**src/rtl/alu_cmd_sequencer.sv**
```systemverilog
// Command sequencer that drives a combinational ALU with registered operands,
// waits SETTLE_CYC cycles, captures the result and holds it until consumed.
module alu_cmd_sequencer #(
  parameter int SETTLE_CYC = 1
) (
  input  logic       clk_i,
  input  logic       rst_i,
  input  logic       cmd_valid_i,
  output logic       cmd_ready_o,
  input  logic [3:0] cmd_a_i,
  input  logic [3:0] cmd_b_i,
  input  logic [3:0] cmd_sel_i,
  output logic [3:0] alu_a_o,
  output logic [3:0] alu_b_o,
  output logic [3:0] alu_sel_o,
  input  logic       alu_c_i,
  input  logic [3:0] alu_out1_i,
  input  logic [3:0] alu_out2_i,
  output logic       rsp_valid_o,
  input  logic       rsp_ready_i,
  output logic       rsp_c_o,
  output logic [3:0] rsp_out1_o,
  output logic [3:0] rsp_out2_o,
  output logic [3:0] rsp_sel_o,
  output logic       rsp_dz_o,
  output logic [7:0] op_count_o
);

  typedef enum logic [1:0] {IDLE, EXEC, RESP} state_e;

  localparam logic [3:0] LastCnt = 4'(SETTLE_CYC - 1);
  localparam logic [3:0] OpDiv   = 4'b0011;

  state_e     state_q, state_d;
  logic [3:0] settleCnt_q, settleCnt_d;
  logic [3:0] aluA_q, aluA_d;
  logic [3:0] aluB_q, aluB_d;
  logic [3:0] aluSel_q, aluSel_d;
  logic       rspC_q, rspC_d;
  logic [3:0] rspOut1_q, rspOut1_d;
  logic [3:0] rspOut2_q, rspOut2_d;
  logic [3:0] rspSel_q, rspSel_d;
  logic       rspDz_q, rspDz_d;
  logic [7:0] opCount_q, opCount_d;

  always_ff @(posedge clk_i) begin
    if (rst_i) begin
      state_q     <= IDLE;
      settleCnt_q <= '0;
      aluA_q      <= '0;
      aluB_q      <= '0;
      aluSel_q    <= '0;
      rspC_q      <= 1'b0;
      rspOut1_q   <= '0;
      rspOut2_q   <= '0;
      rspSel_q    <= '0;
      rspDz_q     <= 1'b0;
      opCount_q   <= '0;
    end else begin
      state_q     <= state_d;
      settleCnt_q <= settleCnt_d;
      aluA_q      <= aluA_d;
      aluB_q      <= aluB_d;
      aluSel_q    <= aluSel_d;
      rspC_q      <= rspC_d;
      rspOut1_q   <= rspOut1_d;
      rspOut2_q   <= rspOut2_d;
      rspSel_q    <= rspSel_d;
      rspDz_q     <= rspDz_d;
      opCount_q   <= opCount_d;
    end
  end

  // Operands stay frozen from acceptance until the next accepted command.
  always_comb begin
    state_d     = state_q;
    settleCnt_d = settleCnt_q;
    aluA_d      = aluA_q;
    aluB_d      = aluB_q;
    aluSel_d    = aluSel_q;
    rspC_d      = rspC_q;
    rspOut1_d   = rspOut1_q;
    rspOut2_d   = rspOut2_q;
    rspSel_d    = rspSel_q;
    rspDz_d     = rspDz_q;
    opCount_d   = opCount_q;
    case (state_q)
      IDLE: begin
        if (cmd_valid_i) begin
          aluA_d      = cmd_a_i;
          aluB_d      = cmd_b_i;
          aluSel_d    = cmd_sel_i;
          settleCnt_d = '0;
          state_d     = EXEC;
        end
      end
      EXEC: begin
        settleCnt_d = settleCnt_q + 4'd1;
        if (settleCnt_q == LastCnt) begin
          rspC_d    = alu_c_i;
          rspOut1_d = alu_out1_i;
          rspOut2_d = alu_out2_i;
          rspSel_d  = aluSel_q;
          rspDz_d   = (aluSel_q == OpDiv) && (aluB_q == 4'b0000);
          state_d   = RESP;
        end
      end
      RESP: begin
        if (rsp_ready_i) begin
          opCount_d = opCount_q + 8'd1;
          state_d   = IDLE;
        end
      end
      default: state_d = IDLE;
    endcase
  end

  assign cmd_ready_o = (state_q == IDLE);
  assign rsp_valid_o = (state_q == RESP);
  assign alu_a_o     = aluA_q;
  assign alu_b_o     = aluB_q;
  assign alu_sel_o   = aluSel_q;
  assign rsp_c_o     = rspC_q;
  assign rsp_out1_o  = rspOut1_q;
  assign rsp_out2_o  = rspOut2_q;
  assign rsp_sel_o   = rspSel_q;
  assign rsp_dz_o    = rspDz_q;
  assign op_count_o  = opCount_q;

endmodule

```
**config.mk**
```make
export PLATFORM = sky130hd
export DESIGN_NAME = alu_cmd_sequencer
export DESIGN_NICKNAME = d
export VERILOG_FILES = /design/src/rtl/alu_cmd_sequencer.sv
export SDC_FILE = /design/constraint.sdc
export NUM_CORES = 1
export LEC_CHECK = 0
export BUFFER_PORTS_ARGS = -buffer_cell sky130_fd_sc_hd__buf_4
export CAP_MARGIN = 0
export CORE_UTILIZATION = 35
export CTS_BUF_LIST = sky130_fd_sc_hd__clkbuf_4
export DETAILED_ROUTE_END_ITERATION = 8
export GPL_TIMING_DRIVEN = 0
export SYNTH_ARGS = -nofsm -noshare
export SYNTH_HDL_FRONTEND = slang
export SYNTH_SLANG_ARGS = --single-unit
```
**constraint.sdc**
```tcl
create_clock -name clk_i -period 1.71 [get_ports clk_i]
set_input_delay 0.2565 -clock clk_i [delete_from_list [all_inputs] [get_ports clk_i]]
set_output_delay 0.2565 -clock clk_i [all_outputs]
set_load 0.1 [all_outputs]
```
# Word-level counts from Yosys, hierarchy flattened
# Cells that the tools add are included.
# totals
regBits	40
latch_bits	0
ram_bits	0
romBits	0
inputBits	25
output_inout_bits	36
wordCells	35
memories	0
# classes
add_sub_neg	2
n_mul	0
n_div	0
n_lt_le_gt_ge	0
eq_ne	6
n_shift	0
n_mux	6
n_bitwise	0
n_reduce_logical	10
# ops
operator	n
$add 8x1->8 const B	1
$logic_not 4->1	2
$pmux 4 s2	1
$reduce_and 2->1	4
$mux 2	3
$pmux 2 s3	1
$add 4x1->4 const B	1
$eq 4x2->1 const B	1
$mux 4	1
$ne 2x2->1 const B	2
$reduce_and 3->1	1
$eq 2x1->1 const B	1
$eq 2x2->1 const B	1
$logic_not 2->1	1
$ne 2x1->1 const B	1
$reduce_bool 2->1	1
$logic_and 1x1->1	1

# Depth between registers and ports, before layout
# logic_depth
word_depth	3
ltp_mapped	6
mapped_depth_nobuf	5

# Worst setup path after synthesis
# No wires, ideal clock.
# synth_timing
path_kind	reg2reg
startpoint	register state_q[1]
endpoint	register state_q[1]
setup_ns	0.071
t_arrival_ns	2.207
required_time_ns	1.639
slack_ns	-0.568
stages_incl_launch_ff	5
n_path_buf	1
synth_period_minus_slack_ns	2.278
path_cell_list	dfxtp_1 buf_6 nor2b_1 a22oi_1 nor2_1
# synth_via
elab_chain_cells	3
elab_cells_between_ends	8
classes_between	eq/ne (5); mux (1); reduce/logical (2)
# synth_rtl
element	line	text
start: declaration	34	state_e state_q, state_d;
start signal: assignment	60	state_q <= state_d;
$eq 2x2->1 (*)	n/a	
named net rsp_valid_o	19	output logic rsp_valid_o,
$ne 2x1->1 (no line)	n/a	
$reduce_and 3->1 (no line)	n/a	
# Mark *: on every way through the listed nets, which the timed path passes. The rest lies on a longest branch.
# A chain may end at the register's enable or synchronous reset.

# Final worst setup path
# layout_timing
startpoint	register state_q[1]
endpoint	output rsp_valid_o
# layout_via
elab_chain_cells	1
# layout_rtl
element	line	text
$eq 2x2->1	119	assign rsp_valid_o = (state_q == RESP);
end: declaration	19	
# No other way between the ends.

==> reports/results.txt <==
CTS tree: built
# fillers: 478
max-slew violation count: 0
Pre-antenna DRT Iters: 4
grt met3 use: 5.63%
crit path max fanout: 10
most common cell after layout, fill and taps aside: buf_4
largest net degree at the start of global routing: 12
drt wl/cell: 13.1 um
Layout area overhead: 34.2%
Ports: 61
status: completed
first-pass GRT wire length: 6730 um
# nets final: 290
CP Launch Type: flop
fraction of registers with async set/reset: 0%
gpl congestion: 0.713
Mapped Area: 1690 sq um
Switching Power: 0.861 mW
RSZ-0062 raised after global routing: no
CTS clock-pin slew for the worst setup and hold paths: 0.12 ns
final setup fails: 0
Area after DPL: 2210 sq um
Mapped Avg Cell Area: 8.57 sq um
GR Util met1: 21.2%
Starting Density: 37.5%
critical path class: flop to output port
Logic pwr share: 32.4%
port bufs: 59
Most Crowded Layer GR: met2
Final Skew: 0.0115 ns
Detail Route Antenna Nets: 0
DP Worst Slack: 0.0725 ns
synthesized instance count: 197
hold bufs inserted after CTS: 0
Core ar.: 4500 sq um
hold crit path type: primary input to flop
final global-route overflow total: 0
antenna violations before repair: 0
Max-Slew Margin vs Limit: 67.1%
Site Rows: 24
ys flop type: dfxtp_1
Avg Vias per Cell: 5.13
residual DRC count: 0
Num Clock Sinks: 40
Sw Ratio: 39.2%
peak supply drop: 0.000429 V
Max-Cap Viols: 0
met2 Use GR: 27.0%
Die Ht: 71.4 um
fin worst setup slack: 0.131 ns
Worst Path Arrival: 1.32 ns
total negative slack: 0 ns
Least-Margin Pin Slew: 0.494 ns
Antenna Diode Count: 0
Max Freq: 633 MHz
Final Hold Viols: 0
PwrDens: 970 nW/um^2
DIE AREA: 5100 sq um
Global Route Usage Sum: 16.8%
Yosys cell types: 33
Via Count: 1611
vias in the first global route: 1489
Post-synth EDFFs: 0
Internal Power: 1.34 mW
design area: 2260 sq um
DRT iter0 DRCs: 78
clock buffer count from CTS: 5
leakage: 0.962 nW
Longest Clk Path Bufs: 2
layout cell share with drive strength beyond 1: 34.0%
Reg power frac: 46.3%
sequential-to-total area share from yosys stat: 47.4%
most used cells in the layout excluding fill and tap cells: 60 x buf_4, 33 x dfxtp_1, 30 x a21oi_1, 27 x nand2_1, 17 x o21ai_0
Syn Nets: 225
YS warnings: 0
#FFs+latches synth: 40
Clk pwr share: 21.2%
root buffer cell: clkbuf_4
die width: 71.4 um
post-layout util: 50.3%
critical path required time: 1.45 ns
Period minus WS final: 1.58 ns
fin crit share: 92.3%
Final HPWL DP: 3040 um
drt total wl: 4120 um
worst skew pair latency: 0.34 ns
crit path capture type: output port
H-tree depth: 2
==> critical path, stage by stage (launching register included) <==
cell and delay, ns:
dfxtp_1 0.35, buf_6 0.15, nor2b_2 0.18, buf_4 0.30
==> power groups by stage <==
stage                     Combinational [mW]  Clock (mW)  Sequential (mW)
after global placement                 0.714           0             1.04
after global routing                   0.750       0.513             1.03
final                                  0.713       0.467             1.02
after CTS                              0.714       0.476             1.02
after detailed placement               0.713           0             1.04
after floorplan                        0.238           0             1.33
==> registers in the layout, indices dropped and copies added (netlist names) <==
| register | count |
|---|---|
| rsp_dz_o | 1 |
| rsp_c_o | 1 |
| op_count_o | 8 |
| alu_a_o | 4 |
| alu_sel_o | 4 |
| rsp_out2_o | 4 |
| state_q | 2 |
| rsp_sel_o | 4 |
| alu_b_o | 4 |
| settleCnt_q | 4 |
| rsp_out1_o | 4 |
==> path summary, 6_finish.rpt <==
path,slack (ns),cells after the start,start,to
max,0.13,3,state_q[1]$_SDFFE_PP0P_,rsp_valid_o
min,0.14,3,cmd_a_i[1],alu_a_o[1]$_SDFFE_PP0P_
max reg2reg,0.19,6,settleCnt_q[0]$_SDFFE_PP0P_,rsp_out1_o[3]$_SDFFE_PP0P_
min reg2reg,0.47,2,alu_a_o[1]$_SDFFE_PP0P_,alu_a_o[1]$_SDFFE_PP0P_
==> through the flow <==
stage | total power, mW | hold WS [ns] | instances
after detailed placement | 1.75 | 0.449 | 308
after CTS | 2.21 | 0.140 | 315
final | 2.20 | 0.143 | 314
after global placement | 1.75 | 0.443 | 308
after global routing | 2.29 | 0.133 | 314
after floorplan | 1.57 | 0.393 | 197
==> metal layers <==
layer	part of all wire [%]	vias to the layer above
li1	-	812
met5	0	-
met4	1.2	0
met2	45	57
met3	7.0	9
met1	47	733
==> final cells by class <==
cell class	instances	area, sq um	area share (%)
timing repair buffer	59	443	19.6
inverter	5	18.8	0.829
sequential	40	810	35.7
clock inverter	1	5.00	0.221
buffer	13	73.8	3.26
tap	52	65.1	2.87
multi-input combinational	138	805	35.5
clock buffer	6	45.0	1.99
==> synth_stat cells, types with 2 or more instances <==
cell | number | area (sq um)
a21oi_1 | 30 | 150
a22oi_1 | 2 | 15.0
buf_2 | 5 | 25.0
buf_6 | 2 | 22.5
clkbuf_1 | 6 | 22.5
dfxtp_1 | 40 | 801
ha_1 | 3 | 37.5
inv_1 | 5 | 18.8
mux2_2 | 2 | 22.5
mux2i_1 | 2 | 20.0
nand2_1 | 27 | 101
nand3_1 | 16 | 80.1
nand4b_1 | 2 | 17.5
nor2_1 | 9 | 33.8
nor2b_1 | 5 | 31.3
nor3b_1 | 2 | 15.0
nor4_1 | 3 | 18.8
o21ai_0 | 17 | 85.1
o31ai_1 | 2 | 15.0
or3_1 | 2 | 12.5
xor2_1 | 3 | 26.3
==> kinds of logic after synthesis <==
kind of cell	after synthesis	share of synthesized area [%]
simple gates	75	23.9
compound gates	53	16.6
flops	40	47.4
buf+inv	19	5.71
mux	4	2.52
xor+xnor	3	1.56
fa+ha+maj	3	2.22
==> repair_timing <==
action | in CTS | in global routing
endpoints found under the setup margin | 0 | 10
setup buffers | 0 | 0
gates resized for setup | 0 | 2
Note: power is estimated with default switching activity, not from simulation.
